### src/rtl/trace_pkg.sv
// Shared constants for the retire-event trace recorder: record layout,
// flag bit positions and the drop counter ceiling.
package trace_pkg;

    localparam int FLAG_REG   = 0;
    localparam int FLAG_LOAD  = 1;
    localparam int FLAG_STORE = 2;
    localparam int FLAG_HALT  = 3;

    localparam int REC_W = 56;

    localparam int MDATA_LSB = 0;
    localparam int ADDR_LSB  = 16;
    localparam int WDATA_LSB = 32;
    localparam int WREG_LSB  = 48;
    localparam int FLAGS_LSB = 52;

    localparam logic [15:0] DROP_MAX = 16'hFFFF;

    function automatic logic [REC_W-1:0] packRecord(
        input logic [3:0]  flags,
        input logic [3:0]  writeReg,
        input logic [15:0] writeData,
        input logic [15:0] memAddr,
        input logic [15:0] memData
    );
        logic [REC_W-1:0] rec;
        rec = '0;
        rec[FLAGS_LSB +: 4]  = flags;
        rec[WREG_LSB  +: 4]  = writeReg;
        rec[WDATA_LSB +: 16] = writeData;
        rec[ADDR_LSB  +: 16] = memAddr;
        rec[MDATA_LSB +: 16] = memData;
        return rec;
    endfunction

endpackage

### src/rtl/trace_fifo.sv
// Synchronous FIFO holding packed trace records; full/empty come from an
// extra pointer MSB so all DEPTH entries are usable.
module trace_fifo
    import trace_pkg::*;
#(
    parameter int DEPTH = 16,
    parameter int WIDTH = REC_W
) (
    input  logic             clk,
    input  logic             rst,
    input  logic             push,
    input  logic [WIDTH-1:0] pushData,
    input  logic             pop,
    output logic [WIDTH-1:0] popData,
    output logic             full,
    output logic             empty
);

    localparam int AW = $clog2(DEPTH);

    logic [WIDTH-1:0] mem [DEPTH];
    logic [AW:0]      wrPtr;
    logic [AW:0]      rdPtr;
    logic             doPush;
    logic             doPop;

    assign empty   = (wrPtr == rdPtr);
    assign full    = (wrPtr[AW] != rdPtr[AW]) && (wrPtr[AW-1:0] == rdPtr[AW-1:0]);
    assign doPop   = pop && !empty;
    // A pop on the same edge frees the slot, so a push into a full FIFO still lands.
    assign doPush  = push && (!full || doPop);
    assign popData = mem[rdPtr[AW-1:0]];

    always_ff @(posedge clk) begin
        if (rst) begin
            wrPtr <= '0;
            rdPtr <= '0;
        end else begin
            if (doPush) wrPtr <= wrPtr + (AW+1)'(1);
            if (doPop)  rdPtr <= rdPtr + (AW+1)'(1);
        end
    end

    always_ff @(posedge clk) begin
        if (doPush) mem[wrPtr[AW-1:0]] <= pushData;
    end

endmodule

### src/rtl/trace_recorder.sv
// Retire-event recorder: packs each commit cycle into a trace record, queues it
// for a valid/ready consumer, and keeps cycle/instruction counters that stop at halt.
module trace_recorder
    import trace_pkg::*;
#(
    parameter int DEPTH = 16
) (
    input  logic             clk,
    input  logic             rst,
    input  logic             reg_write,
    input  logic [3:0]       write_reg,
    input  logic [15:0]      write_data,
    input  logic             mem_read,
    input  logic             mem_write,
    input  logic [15:0]      mem_addr,
    input  logic [15:0]      mem_wdata,
    input  logic [15:0]      mem_rdata,
    input  logic             hlt,
    output logic             rd_valid,
    input  logic             rd_ready,
    output logic [REC_W-1:0] rd_record,
    output logic [31:0]      cycle_count,
    output logic [31:0]      inst_count,
    output logic             halted,
    output logic             overflow,
    output logic [15:0]      drop_count
);

    logic             eventCycle;
    logic             popFire;
    logic             fifoFull;
    logic             fifoEmpty;
    logic [3:0]       recFlags;
    logic [3:0]       recReg;
    logic [15:0]      recWdata;
    logic [15:0]      recAddr;
    logic [15:0]      recMdata;
    logic [REC_W-1:0] newRecord;

    assign eventCycle = (reg_write || mem_read || mem_write || hlt) && !halted;
    assign rd_valid   = !fifoEmpty;
    assign popFire    = rd_valid && rd_ready;

    // Fields belonging to events that did not happen are forced to zero.
    always_comb begin
        recFlags             = '0;
        recFlags[FLAG_REG]   = reg_write;
        recFlags[FLAG_LOAD]  = mem_read;
        recFlags[FLAG_STORE] = mem_write;
        recFlags[FLAG_HALT]  = hlt;
        recReg   = reg_write ? write_reg  : 4'h0;
        recWdata = reg_write ? write_data : 16'h0000;
        recAddr  = (mem_read || mem_write) ? mem_addr : 16'h0000;
        if (mem_write)
            recMdata = mem_wdata;
        else if (mem_read)
            recMdata = mem_rdata;
        else
            recMdata = 16'h0000;
        newRecord = packRecord(recFlags, recReg, recWdata, recAddr, recMdata);
    end

    trace_fifo #(
        .DEPTH (DEPTH),
        .WIDTH (REC_W)
    ) fifo (
        .clk      (clk),
        .rst      (rst),
        .push     (eventCycle),
        .pushData (newRecord),
        .pop      (rd_ready),
        .popData  (rd_record),
        .full     (fifoFull),
        .empty    (fifoEmpty)
    );

    // The halt cycle itself still counts; everything freezes from the next edge.
    always_ff @(posedge clk) begin
        if (rst) begin
            cycle_count <= '0;
            inst_count  <= '0;
            halted      <= 1'b0;
            overflow    <= 1'b0;
            drop_count  <= '0;
        end else begin
            if (!halted) begin
                cycle_count <= cycle_count + 32'd1;
                if (hlt || reg_write || mem_write)
                    inst_count <= inst_count + 32'd1;
                if (hlt)
                    halted <= 1'b1;
            end
            if (eventCycle && fifoFull && !popFire) begin
                overflow <= 1'b1;
                if (drop_count != DROP_MAX)
                    drop_count <= drop_count + 16'd1;
            end
        end
    end

endmodule

### config.mk
export PLATFORM = sky130hd
export DESIGN_NAME = trace_recorder
export DESIGN_NICKNAME = d
export VERILOG_FILES = /design/src/rtl/trace_pkg.sv /design/src/rtl/trace_fifo.sv /design/src/rtl/trace_recorder.sv
export SDC_FILE = /design/constraint.sdc
export NUM_CORES = 1
export LEC_CHECK = 0
export BUFFER_PORTS_ARGS = -buffer_cell sky130_fd_sc_hd__clkbuf_2
export CORE_AREA = 10 10 276 278
export DETAILED_ROUTE_END_ITERATION = 16
export DIE_AREA = 0 0 286 288
export GPL_TIMING_DRIVEN = 0
export PLACE_DENSITY = 0.8
export SLEW_MARGIN = 40
export SYNTH_ARGS = -nofsm -noshare
export SYNTH_HDL_FRONTEND = slang
export SYNTH_HIERARCHICAL = 1
export SYNTH_SLANG_ARGS = --single-unit
### constraint.sdc
create_clock -name clk -period 5.8 [get_ports clk]
set_input_delay 1.16 -clock clk [delete_from_list [all_inputs] [get_ports clk]]
set_output_delay 1.16 -clock clk [all_outputs]
set_load 0.02 [all_outputs]
* After elaboration in Yosys (flattened, before gate mapping)
Memories as Yosys holds them, arrays and structs flattened. A register that Yosys moved wholly into a read port is not among the register bits. Cells that the tools add are included. Widths: inputs -> output; s select.
Operators by class: add/subtract/negate cells 5, multipliers 0, div/mod/pow operators 0, $lt $le $gt $ge 0, equality and inequality tests 4, shifts and indexed selects 0, muxes and demuxes 11, bitwise operators 1, reductions and logical operators 19
Operator list (number):
- $add 32x1->32 const B | 2
- $mux 16 | 4
- $add 16x1->16 const B | 1
- $ne 16x16->1 const B | 1
- $mux 4 | 3
- $add 5x1->5 const B | 2
- $logic_or 1x1->1 | 7
- $logic_and 1x1->1 | 6
- $eq 5x5->1 | 1
- $eq 4x4->1 | 1
- $logic_not 1->1 | 4
- $mux 1 | 4
- $reduce_and 2->1 | 2
- $ne 1x1->1 | 1
- $not 1->1 | 1
Word-level totals: register bits 92, latch bits 0, RAM bits 896, bits in read-only memories 0, bits of input ports 75, output and inout port bits 139, logic and storage cells 48, memories kept 1
Memory list:
- fifo.mem | words 16, bits a word 56, rd ports 1, clocked after memory_dff 1, wr ports 1, RTL line trace_fifo.sv:21 | logic [WIDTH-1:0] mem [DEPTH];

* Depth between registers and ports, before layout
Gate-level depths: netlist of the first run.
word-level depth 7, depth in mapped cells 9, gate-level depth less buffers 8

* Hierarchy
Netlist of the first run, hierarchy kept.
Modules (own cells, without submodules):
- trace_fifo | instances 1, cells each 1324, area an instance 34365.5 sq um, seq. area each 27186.1 sq um
- trace_recorder | instances 1, cells each 500, area an instance 4225.3 sq um, seq. area each 1641.6 sq um

* Worst setup path after synthesis of the first run
Ideal clock, no wire load.
path kind in2reg, start point input mem_write, end point memory fifo/mem[3][0] in the netlist's numbering (enable), setup time 539 ps, data arrival time 5694 ps, required time 5261 ps, setup slack -433 ps, cell stages on the path 5, buffers on the path 0, path through or4_1 -> nor2b_1 -> and2_1 -> o31ai_1 -> nor3_1
Between the ends: cells in the longest elaborated chain, start to end 6
RTL lines:
- start, declared | RTL line trace_recorder.sv:14 | input logic mem_write,
- $logic_or 1x1->1 (2 in series) | RTL line trace_recorder.sv:40 | assign eventCycle = (reg_write || mem_read || mem_write || hlt) && !halted;
- $logic_and 1x1->1 | RTL line trace_recorder.sv:40
- named net eventCycle | RTL line trace_recorder.sv:29 | logic eventCycle;
- $logic_and 1x1->1 | RTL line trace_fifo.sv:31 | assign doPush = push && (!full || doPop);
- $mux 1 | RTL line trace_fifo.sv:45 | if (doPush) mem[wrPtr[AW-1:0]] <= pushData;
- $mux 1 (not written as such) | RTL line trace_fifo.sv:45
- end, declared | RTL line trace_fifo.sv:21
The timed path passes the listed nets, and every way through them passes these cells.

==> results.ini, run 1 <==
[status]
status=finished, final reports clean

[die]
core-area_um2=70870
initial_utilization=0.5445
die_w_um=286
fp-row-count=98
io-pin-count=214
die_area_um2=82370
die_h_um=288

[detailed_routing]
num_vias=20870
drt_iter0_drc=2877
wl_per_cell_um=32.11
via_per_inst=6.508
postRouteAntennaNets=0
remaining_drc_errors=0
wl_mm=103.0
dr.pass1.iters=5

[global_route]
grt_antenna_before_repair=2
grt_max_degree=30
use_met3=0.05724
grtUsageTotal=0.2496
grt_overflow=0
met2_usage=0.4192
grt_pass1_wl_mm=149.4
busiest_layer=met2
grtUsageMet1=0.3145
first_global_vias=21860

[critical_path]
cp_num_buf_inv=4
max_stage_delay_ns=0.69
worst_ep_required_time_ns=4.64
r2r.worst_path.cells=7
path_class=register to output port
slowest_stage=clkbuf_1
reg2reg_setup_slack_ns=2.43
timing.rr.end=fifo/mem[1][26]
start_kind=register
crit_arrival_ns=3.62
crit_family=buffers and inverters
worstPathCellList=buf_2 -> buf_2 -> clkbuf_1 -> mux4_2 -> mux4_2 -> clkbuf_2
end_kind=output port
r2r_start=halted
worst-path-max-fanout=10

[placement]
io_buffers=213
detailed_place_hpwl_mm=58.56
place_congestion=0.8447
dp_cells=3030

[sta]
rsz0062_at_grt=false
slew_headroom=0.4040
fin_crit_sh=0.8240
setup_tns_ns=0
finalHoldViolCount=0
whs_ns=0.5204
slew_viol_final=0
max_freq_mhz=209.2
finClkSkew_ns=0.02610
fin_crit_ns=4.779
worst_pin_slew_ns=0.8940
setup_viol=0

[hold_path]
min_to=inst_count[22]
worstHoldStart=inst_count[22]
min_path_cells=2
hold_path.class=register to register

[cells_and_area]
stdcell_count=3207
final_common_cell=edfxtp_1
layout_common_cells=896 x edfxtp_1, 280 x mux4_2, 229 x clkbuf_2, 97 x clkbuf_16, 96 x dfxtp_1
drive_above_1_share=0.3447
nets=2260
fill_cells=4513
diodes=0
areaGrowthSynthToFinish_pct=16.43

[synth]
synth_nets=1907
synthFlopType=edfxtp_1
syn_inst=1824
yosysUniqueCellTypes=48
avgSynthCellArea_um2=21.16
synth-async-reset-ratio=0
yosys_warnings=6
synth_edf_count=896
ys_ff_latch=992
netlist.area_leader.share=0.6972
syn_area_um2=38590
synth_top_area_cell=edfxtp_1
ys_top_cells_by_area=edfxtp_1 70%, mux4_2 16%, dfxtp_1 5.0%
ys_seq_area_frac=0.7470

[cts]
clock_latency_ns=0.66
ctsResizeCount=0
clock-root-buffer=clkbuf_16
cts_num_sinks=992
post_cts_buffers=0
cts_max_level=3
numCtsBuffers=95
cts_tree=done
cts_buffer_depth=3
clk_pin_slew_ns=0.07
holdBufCountCts=0

[power]
p_leak_nw=14.54
p_per_area_nw_per_um2=380.9
ir_drop_mv=0.2205

[job]
cap_viol_max_count=0

[synth_stat cells (3+ instances only)]
library cell  instances
xnor2_1              38
buf_2                20
and2_1               23
inv_1                13
dfxtp_1              96
and3_1               22
a211oi_1              5
nand4_1              22
buf_6                20
ha_1                  8
xor2_1               42
clkbuf_1             46
mux4_2              280
a22o_1               15
nor2_1               96
o211ai_1              3
nor3_1               10
nand3_1              31
nor2b_1              27
nor4_2                8
or3_1                 9
and4_1               10
a21oi_1              11
edfxtp_1            896
nand2_1              26
buf_1                 4
nor4_1                3
o21ai_0              11
mux2i_1               4
[power by group]
group          internal [W]  switching [W]  leakage (nW)
registers           0.00798      0.0000605          8.98
clock network       0.00351        0.00272          1.50
logic               0.00128        0.00156          4.05
[flip-flops by register name (all words and copies together), names as in the netlist, named ones only]
register     cells
fifo/mem       896
cycle_count     32
inst_count      32
drop_count      16
fifo/rdPtr       5
fifo/wrPtr       5
halted           1
overflow         1
[layout make-up]
type	instances	area, um^2	area share
Inverter	13	48.80	0.001086
Tap cell	950	1189	0.02646
Timing Repair Buffer	256	1864	0.04149
Multi-Input combinational cell	728	9345	0.2080
Clock inverter	59	589.3	0.01312
Buffer	91	540.5	0.01203
Sequential cell	992	28830	0.6416
Clock buffer	118	2526	0.05622
[kinds of logic (layout without fill, tap and decap cells)]
family | count (synthesis) | count (layout) | synth area share
XOR/XNOR | 80 | 80 | 0.01816
multiplexers | 286 | 286 | 0.1650
buffers and inverters | 104 | 537 | 0.01475
AO/OA/AOI/OAI | 52 | 52 | 0.009468
adder cells (fa/ha/maj) | 8 | 8 | 0.002594
AND/OR/NAND/NOR | 302 | 302 | 0.04299
flip-flops | 992 | 992 | 0.7470
[tightest hold or removal path, delay by kind of cell (launching register included)]
family	cells	cell delay, ns
AO/OA/AOI/OAI	2	0.14
flip-flops	1	0.34
[per-stage QoR]
stage	area, um^2	setup slack, ns	utilization	total power, W
6_report	44930	1.021	0.6340	0.01711
5_1_grt	44930	1.002	0.6340	0.01755
4_1_cts	44870	0.9567	0.6331	0.01718
3_5_place_dp	41750	1.233	0.5891	0.01096
3_3_place_gp	40850	-3.017	0.5764	0.01085
2_1_floorplan	38600	0.9418	-	0.01009
[how the worst max path moves through the flow]
stage                                  end  slack (ns)  cells after the start
after floorplan             fifo/mem[7][0]        0.94                      5
after global placement    fifo/mem[11][18]       -3.02                      6
after detailed placement   fifo/mem[1][37]        1.23                      8
after CTS                    rd_record[31]        0.96                      6
after global routing          rd_record[3]        1.00                      6
final                         rd_record[3]        1.02                      6
[per-layer routing]
layer,part of all wire,up-vias,wire length [um]
li1,-,8242,-
met1,0.35,10890,35970
met2,0.50,1485,51940
met3,0.11,253,11410
met4,0.035,2,3633
met5,0.00011,-,11
Note: power is estimated with default switching activity, not from simulation.
==> run 2: changes to the inputs <==
CORE_AREA = 10 10 265 267   (was 10 10 276 278)
DIE_AREA = 0 0 275 277   (was 0 0 286 288)
PLACE_DENSITY = 0.82   (was 0.8)
clock period = 4.84 ns   (was 5.8 ns; I/O delays follow)
==> run 2 against run 1 <==
Effect of this change: critical path depth unchanged; register-to-register slack worse by 0.82 ns; global-route usage up 2.6 points; final cell count down 2.8%; sequential power up 20%; worst hold slack worse by 0.0072 ns; total power up 20%; flip-flop and latch count unchanged; utilization up 5.3 points; setup slack worse by 0.73 ns; non-clock buffer count down 1; critical endpoint is now rd_record[48]; highest routed layer unchanged.
==> results.ini, run 2 (synthesized netlist as in run 1, its figures left out) <==
[placement]
detailed_place_hpwl_mm=58.08
io_buffers=213
dp_cells=2943
place_congestion=0.8424
place_ws_ns=0.5844
post_dp_cell_area_um2=41620

[global_route]
first_global_vias=22080
grt_max_degree=31
grt_antenna_before_repair=1
grt_pass1_wl_mm=151.9
grtUsageTotal=0.2756
grt_overflow=0

[critical_path]
end_kind=output port
max_stage_delay_ns=0.71
cp_num_buf_inv=4
path_class=register to output port
crit_arrival_ns=3.58
worstPathCellList=buf_2 -> buf_2 -> clkbuf_1 -> mux4_2 -> mux4_2 -> clkbuf_2
start_kind=register
worst_ep_required_time_ns=3.87
crit_family=buffers and inverters
worst-path-max-fanout=10
slowest_stage=clkbuf_1

[hold_path]
hold_path.class=register to register

[cells_and_area]
nets=2260
drive_above_1_share=0.3403
stdcell_count=3116
largest_reg_flops=896
final_common_cell=edfxtp_1
design_area_um2=44740
fill_cells=3774
layout_common_cells=896 x edfxtp_1, 280 x mux4_2, 228 x clkbuf_2, 97 x clkbuf_16, 96 x dfxtp_1
areaGrowthSynthToFinish_pct=15.94

[cts]
numCtsBuffers=96
holdBufCountCts=0
cts_tree=done
clock_latency_ns=0.65
post_cts_buffers=0
cts_buffer_depth=3
clk_pin_slew_ns=0.06
clock-root-buffer=clkbuf_16
cts_max_level=3
ctsResizeCount=0
cts_num_sinks=992

[sta]
finClkSkew_ns=0.03651
worst_pin_slew_ns=0.9378
fin_crit_sh=0.9400
max_freq_mhz=219.8
layout_setup_ws_ns=0.2902
rsz0062_at_grt=false
slew_headroom=0.3748
finalHoldViolCount=0
slew_viol_final=0
setup_viol=0
fin_crit_ns=4.550

[status]
status=finished, final reports clean

[detailed_routing]
num_vias=21150
remaining_drc_errors=0
wl_per_cell_um=33.48
dr.pass1.iters=5
drt_iter0_drc=3089
postRouteAntennaNets=0
via_per_inst=6.788
wl_mm=104.3

[die]
core-area_um2=65160
die_h_um=277
fp-row-count=94
die_w_um=275
die_area_um2=76180
initial_utilization=0.5923
io-pin-count=214

[power]
p_sw_frac=0.2525
ir_drop_mv=0.2736
clock_power_share=0.363
p_int_w=0.01531
power_switching_w=0.005170
p_per_area_nw_per_um2=457.7
combPwrFrac=0.166
p_seq_frac=0.471
p_leak_nw=14.50

[job]
cap_viol_max_count=0

==> run 2: worst min-delay path, delay by kind of cell (launching register included) <==
kind,cells,cell delay [ns]
DFF,1,0.33
and+or+nand+nor,2,0.14
==> run 2: worst paths after layout <==
path                            startpoint        endpoint  slack (ns)  depth (start not counted)
worst min register to register    overflow        overflow        0.51                          2
worst max-delay path              register   rd_record[48]        0.29                          6
worst min-delay path              overflow        overflow        0.51                          2
worst max register to register      halted  fifo/mem[1][7]        1.61                          6
==> run 2: through the flow <==
| stage | total power, W | util | hold slack, ns | setup TNS, ns |
|---|---|---|---|---|
| detailed placement | 0.01312 | 0.6388 | 0.4926 | 0 |
| floorplan | 0.01209 | - | 0.5377 | 0 |
| CTS | 0.02057 | 0.6858 | 0.5052 | 0 |
| global route | 0.02103 | 0.6866 | 0.5359 | 0 |
| global placement | 0.01299 | 0.6253 | 0.4817 | -1441.41 |
| finish | 0.02048 | 0.6867 | 0.5132 | 0 |
==> run 2: layer usage <==
metal,track usage,part of all wire
met1,0.3455,0.34
met2,0.4501,0.50
met3,0.07838,0.12
met4,0.1086,0.036
met5,0,0.00012
==> run 2: layout make-up <==
| type | count | area, um^2 | share of cell area |
|---|---|---|---|
| diodes | 1 | 2.502 | 0.00005593 |
| plain buffers | 91 | 539.3 | 0.01205 |
| clock buffers | 117 | 2502 | 0.05593 |
| clock inverters | 55 | 560.5 | 0.01253 |
| inverters | 13 | 48.80 | 0.001091 |
| multi-input cells | 728 | 9345 | 0.2089 |
| flip-flops and latches | 992 | 28830 | 0.6443 |
| well taps | 864 | 1081 | 0.02416 |
| repair buffers | 255 | 1834 | 0.04100 |
==> run 2: power groups by stage <==
stage	Clock, W	Combinational (W)	Sequential (W)
detailed placement	0	0.00331	0.00981
floorplan	0	0.00229	0.00980
global placement	0	0.00318	0.00981
global route	0.00782	0.00355	0.00965
CTS	0.00751	0.00341	0.00965
finish	0.00743	0.00340	0.00965
